$ cat config.mk
export PLATFORM = sky130hd
export DESIGN_NAME = audio_adc_deserializer
export DESIGN_NICKNAME = d
export VERILOG_FILES = /design/src/rtl/audio_adc_deserializer.sv
export SDC_FILE = /design/constraint.sdc
export NUM_CORES = 1
export LEC_CHECK = 0
export ABC_CLOCK_PERIOD_IN_PS = 4100
export CAP_MARGIN = 20
export CORE_ASPECT_RATIO = 0.6
export CORE_UTILIZATION = 25
export CTS_BUF_LIST = sky130_fd_sc_hd__clkbuf_4
export DETAILED_ROUTE_END_ITERATION = 6
export HOLD_SLACK_MARGIN = 0.02
export PLACE_DENSITY = 0.43
export SETUP_SLACK_MARGIN = 0.4
export SKIP_LAST_GASP = 1
export SLEW_MARGIN = 15
export SYNTH_ARGS = -nofsm -noshare
export SYNTH_HDL_FRONTEND = slang
export SYNTH_SLANG_ARGS = --single-unit
$ cat constraint.sdc
create_clock -name state_clk -period 4.1 [get_ports state_clk]
set_input_delay 0.41 -clock state_clk [delete_from_list [all_inputs] [get_ports state_clk]]
set_output_delay 0.41 -clock state_clk [all_outputs]
set_load 0.05 [all_outputs]
$ cat src/rtl/audio_adc_deserializer.sv
// audio_adc_deserializer: I2S ADC serial stream to parallel signed stereo samples
// Ports: state_clk/reset  - system clock, asynchronous active-high reset
//        bclk/lrck/adcdat - raw codec I2S signals, asynchronous to state_clk
//        audio_l/audio_r  - last complete stereo pair (two's complement)
//        sample_valid     - one-cycle strobe when audio_l/audio_r update
//        lr_clk           - synchronized lrck for the downstream filter
//        frame_err        - one-cycle strobe when a slot ends before WIDTH bits
module audio_adc_deserializer #(
    parameter int WIDTH = 16
) (
    input  logic                    state_clk,
    input  logic                    reset,
    input  logic                    bclk,
    input  logic                    lrck,
    input  logic                    adcdat,
    output logic signed [WIDTH-1:0] audio_l,
    output logic signed [WIDTH-1:0] audio_r,
    output logic                    sample_valid,
    output logic                    lr_clk,
    output logic                    frame_err
);
    localparam int CW = $clog2(WIDTH + 1);

    typedef enum logic [1:0] {IDLE, SKIP, SHIFT, WAIT} state_t;

    state_t           state_q, state_d;
    logic [2:0]       bclk_q, lrck_q, adcdat_q;
    logic [CW-1:0]    cnt_q, cnt_d;
    logic [WIDTH-1:0] shift_q, shift_d, hold_q, hold_d;
    logic [WIDTH-1:0] audio_l_q, audio_l_d, audio_r_q, audio_r_d;
    logic             left_ok_q, left_ok_d, valid_q, valid_d, err_q, err_d;
    logic             rise, lr_edge;
    logic [WIDTH-1:0] word;

    // Sync chains are indexed [0]=s1, [1]=s2, [2]=s3
    assign rise    = bclk_q[1] & ~bclk_q[2];
    assign lr_edge = lrck_q[1] ^ lrck_q[2];
    assign word    = {shift_q[WIDTH-2:0], adcdat_q[1]};

    always_comb begin
        state_d   = state_q;
        cnt_d     = cnt_q;
        shift_d   = shift_q;
        hold_d    = hold_q;
        left_ok_d = left_ok_q;
        audio_l_d = audio_l_q;
        audio_r_d = audio_r_q;
        valid_d   = 1'b0;
        err_d     = 1'b0;
        if (lr_edge) begin
            // A coincident bclk rise is already the new slot's delay bit
            state_d = rise ? SHIFT : SKIP;
            cnt_d   = '0;
            shift_d = '0;
            if (state_q == SKIP || state_q == SHIFT) begin
                err_d = 1'b1;
                if (!lrck_q[2]) left_ok_d = 1'b0;
            end
        end else if (rise) begin
            if (state_q == SKIP) begin
                state_d = SHIFT;
            end else if (state_q == SHIFT) begin
                shift_d = word;
                cnt_d   = cnt_q + 1'b1;
                if (cnt_q == CW'(WIDTH - 1)) begin
                    state_d = WAIT;
                    if (!lrck_q[2]) begin
                        hold_d    = word;
                        left_ok_d = 1'b1;
                    end else if (left_ok_q) begin
                        audio_l_d = hold_q;
                        audio_r_d = word;
                        valid_d   = 1'b1;
                        left_ok_d = 1'b0;
                    end
                end
            end
        end
    end

    always_ff @(posedge state_clk or posedge reset) begin
        if (reset) begin
            bclk_q    <= '0;
            lrck_q    <= '0;
            adcdat_q  <= '0;
            state_q   <= IDLE;
            cnt_q     <= '0;
            shift_q   <= '0;
            hold_q    <= '0;
            left_ok_q <= 1'b0;
            audio_l_q <= '0;
            audio_r_q <= '0;
            valid_q   <= 1'b0;
            err_q     <= 1'b0;
        end else begin
            bclk_q    <= {bclk_q[1:0], bclk};
            lrck_q    <= {lrck_q[1:0], lrck};
            adcdat_q  <= {adcdat_q[1:0], adcdat};
            state_q   <= state_d;
            cnt_q     <= cnt_d;
            shift_q   <= shift_d;
            hold_q    <= hold_d;
            left_ok_q <= left_ok_d;
            audio_l_q <= audio_l_d;
            audio_r_q <= audio_r_d;
            valid_q   <= valid_d;
            err_q     <= err_d;
        end
    end

    assign audio_l      = audio_l_q;
    assign audio_r      = audio_r_q;
    assign sample_valid = valid_q;
    assign frame_err    = err_q;
    assign lr_clk       = lrck_q[1];
endmodule

==> flow_summary.toml, run 1 <==
[sta]
finalHoldViolCount = 0
fin_worst_skew_ns = 0.01836
grt_setup_unrepaired = "no"
finalMaxSlewViolations = 0
max_freq_ghz = 0.3517
slew_headroom_pct = 31.36
post-route-min-period_ns = 2.844
finalSetupViolations = 0
finalSetupTns_ns = 0
finalCritPeriodShare_pct = 69.36
worstMarginPinSlew_ns = 1.028

[floorplan]
core_mm2 = 0.01237
dieHeight_um = 90.53
fp-row-count = 31
die_area_mm2 = 0.01354
floorplan.initialDensity_pct = 26.39
die_x_um = 149.6
ioPinCount = 40

[global_routing]
grt_pass1_vias = 1781
groute.usage.overall_pct = 9.786
grt_pass1_wl_mm = 9.791
grt_overflow_total = 0
grt_max_degree = 41
grt_antenna_before_repair = 0

[logic_synthesis]
synth_seq_cells = 81
synth_area_mm2 = 0.003266
syn_inst = 227
yosysUniqueCellTypes = 30
ys_seq_area_share_pct = 62.07
syn_nets = 237
syn_avg_cell_area_um2 = 14.39
synth_warnings = 0

[drt]
wl_met3_um = 282
routed_wl_mm = 5.886
vias_per_cell = 4.151
drc_errors = 0
drt_pre_antenna_iters = 4
drtAntennaViolNets = 0
maxUsedRoutingLayer = "met4"
wl_per_cell_um = 13.50
drt-initial-drc-count = 115
wl_met2_mm = 2.188
num_vias = 1810
met1_length_mm = 3.362

[layout]
diodes = 0
drive_gt1_share_pct = 25.83
layout.nets = 277
fillCellCount = 1245
syn_to_final_growth_pct = 20.57

[critical_path]
crit_arrival_ns = 3.15
cp-start-kind = "flop"
end_kind = "flop"
required_ns = 4.41
crit_type = "flop to flop"
worst-path-max-fanout = 32

[place]
portBuffers = 39
gp_congestion = 0.6844
dp_hpwl_mm = 3.792

[clock_tree]
ctsResizeCount = 0
clock_latency_ns = 0.42
cts_hold_buf = 0
cts_tree = "yes"
ctsHtreeMaxLevel = 3
cts_buffers = 9
cts_buffer_depth = 2
cts-root-buf = "clkbuf_4"
post_cts_buffers = 0
path_clk_slew_ns = 0.13
clock_sinks = 81

[worst_hold_path]
hold_path_class = "flop to flop"

[pwr]
p_leak_nw = 1.866
power_mw = 1.345
power_density_mw_per_mm2 = 341.7
peakVddDrop_mv = 0.1162

[flow_run]
max_cap_viol_count = 0

[run_status]
status = "finished clean"
-- final timing paths --
kind	from	end	slack [ns]	cells past startpoint
min reg2reg	adcdat_q[0]	adcdat_q[1]	0.37	0
min in group asynchronous	reset	adcdat_q[0]	0.38	2
max reg2reg	lrck_q[2]	audio_r[3]	1.26	5
max in group asynchronous	reset	hold_q[9]	2.84	3
min	adcdat_q[0]	adcdat_q[1]	0.37	0
max	lrck_q[2]	audio_r[3]	1.26	5
-- critical path, stage by stage (launching register included) --
cell and delay, ns:
dfrtp_1 0.41, inv_1 0.11, ha_1 0.62, nor2_4 0.34
nand4_4 0.68, mux2_4 0.55
-- registers in the layout, summed over array words and instances (netlist names) --
signal	cells
shift_q	15
state_q	2
sample_valid	1
bclk_q	3
left_ok_q	1
frame_err	1
hold_q	16
adcdat_q	2
lrck_q	3
audio_r	16
audio_l	16
cnt_q	5
-- through the flow --
stage               hold WS, ns  cells  setup slack [ns]  utilization [%]  area, um^2
finish                   0.3653    436             1.256            31.82        3938
CTS                      0.3663    436             1.189            31.82        3938
global route             0.3491    436             1.036            31.82        3938
global placement         0.3328    421             1.245            30.79        3810
detailed placement       0.3355    421             1.202            30.79        3810
floorplan                0.3312    227             1.610                -        3266
-- metal layers --
metal / global-route usage, % / up-vias
li1: - / 872
met1: 15.27 / 891
met2: 11.57 / 40
met3: 3.788 / 7
met4: 3.571 / 0
met5: 0 / -
-- cell type report --
cell class / count / area (um^2) / area share (%)
sequential: 81 / 2027 / 51.48
multi-input combinational: 127 / 1144 / 29.04
timing repair buffer: 41 / 405.4 / 10.30
tap: 165 / 206.4 / 5.243
clock buffer: 9 / 67.56 / 1.716
clock inverter: 6 / 60.06 / 1.525
inverter: 7 / 27.53 / 0.6991
-- synthesized netlist by cell type (all sizes together) --
master	number	area, um^2
and3	1	6.260
o22ai	1	6.260
nor4bb	1	10.01
nor2	3	18.77
clkbuf	3	11.26
nor2b	1	6.260
o32a	1	10.01
o21ai	2	10.01
nand4	1	21.27
a22oi	1	7.510
inv	7	26.28
a21oi	18	90.09
dfrtp	81	2027
nand2	32	120.1
or3	2	12.51
buf	9	72.57
nand2b	1	6.260
and4	1	8.760
xnor2	1	8.760
nand3	2	22.52
nand4bb	1	11.26
mux2	49	664.4
and4b	1	10.01
a211oi	2	15.01
ha	5	62.56
-- cell families after synthesis --
family	share of synthesized area, %
XOR/XNOR	0.2682
flip-flops	62.07
multiplexers	20.34
buffers and inverters	3.372
AO/OA/AOI/OAI	4.253
adder cells (fa/ha/maj)	1.916
AND/OR/NAND/NOR	7.778
-- where the power goes --
group | internal [mW] | total, mW | switching (mW)
Sequential | 0.812 | 0.822 | 0.0107
Clock | 0.180 | 0.445 | 0.265
Combinational | 0.0253 | 0.0785 | 0.0531
-- cell usage in the layout, fill, tap and decap left out, drive strengths merged --
cell type	n
a211oi	2
a21oi	18
a22oi	1
and3	1
and4	1
and4b	1
buf	2
bufinv	1
clkbuf	9
clkdlybuf4s50	39
clkinv	5
clkinvlp	1
dfrtp	81
ha	5
inv	6
mux2	49
nand2	32
nand2b	1
nand3	2
nand4	1
nand4bb	1
nor2	3
nor2b	1
nor4bb	1
o21ai	2
o22ai	1
o32a	1
or3	2
xnor2	1
(Power assumes the default switching activity.)
==> inputs of run 2 (changes only) <==
Settings changed: ABC_CLOCK_PERIOD_IN_PS 4100 to 2660.
Clock period 4.1 ns to 2.66 ns, I/O delays scaled along.
==> run 2 against run 1 <==
Critical path depth increased by 2. Setup slack got worse by 0.71 ns. Power increased by 64%. Core utilization increased by 0.92 points. Register-to-register slack got worse by 0.71 ns. Clock skew decreased by 0.012 ns. Routed wire length increased by 7.3%. Non-clock buffer count increased by 5. Largest cell class unchanged. Largest power group unchanged. Highest routed layer unchanged.
==> flow_summary.toml, run 2 (synthesis results as in run 1) <==
[run_status]
status = "finished clean"

[floorplan]
core_mm2 = 0.01237
die_area_mm2 = 0.01354
floorplan.initialDensity_pct = 26.39
ioPinCount = 40
dieHeight_um = 90.53
die_x_um = 149.6
fp-row-count = 31

[critical_path]
critPathLaunch = "cnt_q[0]"
crit_arrival_ns = 2.43
crit_type = "flop to flop"
worst-path-max-fanout = 16
required_ns = 2.98
rr_startpoint = "cnt_q[0]"
end_kind = "flop"
cp-start-kind = "flop"

[layout]
layout_commonest_cell = "dfrtp_1"
final_cell_mix = "dfrtp_1, clkdlybuf4s50_1, nand2_1"
finish.utilization_pct = 32.74
final_area_mm2 = 0.004051
fillCellCount = 1203
layout.nets = 282
drive_gt1_share_pct = 27.44
diodes = 0
syn_to_final_growth_pct = 24.06

[global_routing]
grt_overflow_total = 0
grt_antenna_before_repair = 0
groute.usage.overall_pct = 10.00
grt_pass1_vias = 1851
grt_max_degree = 72
grt_pass1_wl_mm = 10.14

[sta]
slew_headroom_pct = 65.98
finalHoldViolCount = 0
max_freq_ghz = 0.4732
finalSetupViolations = 0
fin_worst_skew_ns = 0.006733
finalMaxSlewViolations = 0
finalSetupTns_ns = 0
grt_setup_unrepaired = "no"
worstMarginPinSlew_ns = 0.5087
post-route-min-period_ns = 2.113
finalCritPeriodShare_pct = 79.44

[pwr]
swShare_pct = 22.71
seq_power_share_pct = 57.6
power_density_mw_per_mm2 = 543.5
p_leak_nw = 1.922
pwr-share-comb_pct = 5.7
internal_power_mw = 1.702
peakVddDrop_mv = 0.2081
netSwitchingPower_mw = 0.5001
power.clock.fraction_pct = 36.7

[drt]
routed_wl_mm = 6.317
met1_length_mm = 3.561
drt_pre_antenna_iters = 4
maxUsedRoutingLayer = "met4"
wl_per_cell_um = 14.29
wl_met2_mm = 2.387
num_vias = 1810
drt-initial-drc-count = 91
drtAntennaViolNets = 0
wl_met3_um = 347
drc_errors = 0
vias_per_cell = 4.095

[place]
portBuffers = 39
placed_area_mm2 = 0.003867
gp_congestion = 0.6709
dp_hpwl_mm = 3.826

[flow_run]
max_cap_viol_count = 0

[clock_tree]
cts_tree = "yes"
cts_buffer_depth = 2
path_clk_slew_ns = 0.12
clock_sinks = 81
clock_latency_ns = 0.42
post_cts_buffers = 0
ctsHtreeMaxLevel = 3
ctsResizeCount = 0
cts_buffers = 9
cts_hold_buf = 0
cts-root-buf = "clkbuf_4"

[worst_hold_path]
hold_path_class = "primary input to asynchronous set/reset pin"
[run 2: cell types whose count changed in the layout (fill, tap and decap cells not counted), moves of 2 or more]
cell	change
buf_4	+2
buf_12	+2
clkbuf_4	+3
clkinv_2	-3
[run 2: cell type report]
cell class / instances / area (um^2) / share of cell area (%)
Timing Repair Buffer: 46 / 485.5 / 11.98
Sequential cell: 81 / 2027 / 50.03
Inverter: 7 / 30.03 / 0.7412
Tap cell: 165 / 206.4 / 5.096
Multi-Input combinational cell: 127 / 1145 / 28.26
Clock inverter: 4 / 67.56 / 1.668
Clock buffer: 12 / 90.09 / 2.224
[run 2: power groups by stage]
| stage | clock [mW] | sequential [mW] | combinational (mW) |
|---|---|---|---|
| 2_1_floorplan | 0 | 1.30 | 0.0711 |
| 3_3_place_gp | 0 | 1.29 | 0.130 |
| 3_5_place_dp | 0 | 1.29 | 0.130 |
| 4_1_cts | 0.842 | 1.27 | 0.130 |
| 5_1_grt | 0.900 | 1.27 | 0.140 |
| 6_report | 0.808 | 1.27 | 0.126 |
[run 2: critical path, cell delays in order (launching register included)]
cell	delay (ns)
dfrtp_1	0.43
ha_1	0.21
and3_1	0.19
ha_1	0.19
and4b_2	0.29
nand4_4	0.16
buf_12	0.20
mux2_2	0.35
[run 2: final timing paths]
check                                    to  cells after the start  slack (ns)
worst max-delay path            audio_l[14]                      7        0.55
worst min-delay path             audio_l[8]                      2        0.13
worst max register to register  audio_l[14]                      7        0.55
worst min register to register    bclk_q[1]                      0        0.37
max in group asynchronous       shift_q[10]                      3        1.88
min in group state_clk          adcdat_q[0]                      1        0.27
[run 2: metal layers]
layer / track usage, % / vias to the layer above
li1: - / 876
met1: 15.23 / 892
met2: 12.08 / 40
met3: 4.444 / 2
met4: 3.061 / 0
met5: 0 / -
[run 2: per-stage QoR]
stage                     total power [mW]  hold slack, ns  cells  setup slack [ns]
final                                2.202          0.1296    442            0.5469
after global routing                 2.311          0.1003    442            0.4658
after CTS                            2.240          0.1001    441            0.4459
after detailed placement             1.422          0.3378    425            0.4588
after global placement               1.421          0.3383    425            0.5003
after floorplan                      1.372          0.2974    227            0.5400
==> inputs of run 3 (changes only) <==
Settings changed: ABC_CLOCK_PERIOD_IN_PS 2660 to 2100.
Clock period 2.66 ns to 2.1 ns, I/O delays scaled along.
==> run 3 against run 2 <==
Cell area is 6.1% higher. Critical endpoint is now left_ok_q. First-iteration DRC count is 18% higher. Critical path type unchanged. Clock-buffer cell count is 3 lower. Routed wire length is 5.9% higher. Global-route usage is 0.46 points higher. Core utilization is 2.0 points higher. Clock skew is 0.010 ns higher. Clock power is 41% higher.
==> flow_summary.toml, run 3 (synthesis results as in run 1) <==
[sta]
worstMarginPinSlew_ns = 0.4981
finalSetupViolations = 0
grt_setup_unrepaired = "yes"
max_freq_ghz = 0.4971
finalCritPeriodShare_pct = 95.79
finalHoldViolCount = 0
fin_worst_skew_ns = 0.01712
finalMaxSlewViolations = 0
post-route-min-period_ns = 2.012
slew_headroom_pct = 66.74
hold_ws_ns = 0.1165
finalSetupTns_ns = 0
postLayoutSetupSlackWorst_ns = 0.08843

[critical_path]
ff2ff_path_depth = 8
crit_type = "flop to flop"
worst-path-max-fanout = 4
critPathSlowestCell = "dfrtp_1"
worstReg2RegEnd = "left_ok_q"
cp-start-kind = "flop"
r2r_slack_ns = 0.09
crit_path_max_incr_delay_ns = 0.40
rr_startpoint = "cnt_q[1]"
required_ns = 2.42
path_cells = "ha_2 -> and3_4 -> ha_4 -> and4b_2 -> buf_4 -> buf_4 -> a22oi_2 -> mux2_4"
path_common_cell = "buf_4"
path_buf_inv = 2
end_kind = "flop"
crit_family = "simple AND/OR/NAND/NOR gates"
crit_arrival_ns = 2.33

[drt]
routed_wl_mm = 6.687
drc_errors = 0
num_vias = 1881
drt-initial-drc-count = 107
drt_pre_antenna_iters = 4
wl_per_cell_um = 14.57
vias_per_cell = 4.098
drtAntennaViolNets = 0

[global_routing]
gr-usage-met2_pct = 13.73
grt_antenna_before_repair = 0
grt-busiest-layer = "met1"
grt_util_met1_pct = 15.38
grt_max_degree = 49
groute.usage.overall_pct = 10.47
met3_usage_pct = 4.192
grt_pass1_vias = 1919
grt_pass1_wl_mm = 10.55
grt_overflow_total = 0

[run_status]
status = "finished clean"

[floorplan]
ioPinCount = 40
core_mm2 = 0.01237
die_area_mm2 = 0.01354
floorplan.initialDensity_pct = 26.39
fp-row-count = 31
die_x_um = 149.6
dieHeight_um = 90.53

[pwr]
power_density_mw_per_mm2 = 679.6
peakVddDrop_mv = 0.2315
power_mw = 2.922
p_leak_nw = 2.245

[layout]
fillCellCount = 1233
layout_commonest_cell = "dfrtp_1"
finish.utilization_pct = 34.76
syn_to_final_growth_pct = 31.69
drive_gt1_share_pct = 36.39
layout.nets = 300
final_cell_mix = "dfrtp_1, mux2_4, dlygate4sd2_1"
fin_cells = 459
final_area_mm2 = 0.004300
diodes = 0
seq_area_mm2 = 0.002028
multi_input_area_mm2 = 0.001225

[place]
dp.cells = 429
dp_hpwl_mm = 4.004
gp_congestion = 0.6984
post-place-ws_ns = 0.01661
placed_area_mm2 = 0.003931
portBuffers = 39

[clock_tree]
cts_buffer_depth = 2
cts_buffers = 9
cts_tree = "yes"
cts_hold_buf = 0
path_clk_slew_ns = 0.14
cts-root-buf = "clkbuf_4"
clock_sinks = 81
clock_latency_ns = 0.43
ctsHtreeMaxLevel = 3

[worst_hold_path]
hold_path_class = "primary input to asynchronous set/reset pin"

[flow_run]
max_cap_viol_count = 0
[run 3: cell count changes in the layout (fill, tap and decap cells not counted), moves of 5 or more]
cell / change
ha_1: -5
dlygate4sd2_1: +34
buf_4: +14
mux2_4: +8
mux2_2: -8
clkdlybuf4s50_1: -35
[run 3: power breakdown]
| part | internal, mW | total, mW | leakage (nW) | switching (mW) |
|---|---|---|---|---|
| Clock | 0.592 | 1.14 | 0.0918 | 0.543 |
| Combinational | 0.0670 | 0.181 | 1.05 | 0.114 |
| Sequential | 1.58 | 1.61 | 1.11 | 0.0217 |
| Total | 2.24 | 2.92 | 2.24 | 0.678 |
[run 3: layout make-up]
type | count | area share [%]
clock buffers | 9 | 1.571
clock inverters | 6 | 2.502
inverters | 7 | 0.6983
multi-input cells | 127 | 28.48
flip-flops and latches | 81 | 47.16
well taps | 165 | 4.801
repair buffers | 64 | 14.78
[run 3: worst max path at each step]
stage / from / endpoint / cells after the start / slack [ns]
floorplan: cnt_q[0] / hold_q[0] / 8 / 0.21
global placement: cnt_q[1] / audio_r[4] / 7 / 0.07
detailed placement: cnt_q[1] / audio_r[5] / 7 / 0.02
CTS: cnt_q[1] / audio_l[13] / 7 / 0.12
global route: cnt_q[0] / audio_l[15] / 7 / 0.03
finish: cnt_q[1] / left_ok_q / 8 / 0.09
[run 3: what timing repair did]
action	CTS	global route
pin swaps	1	0
resized for setup	46	7
setup endpoints to repair	99	63
gates cloned	0	2
setup buffers	6	7
[run 3: per-layer routing]
| metal | vias to the layer above | routed length [um] |
|---|---|---|
| met5 | - | 0 |
| met4 | 0 | 55 |
| met3 | 8 | 309 |
| met2 | 41 | 2700 |
| met1 | 925 | 3621 |
| li1 | 907 | - |
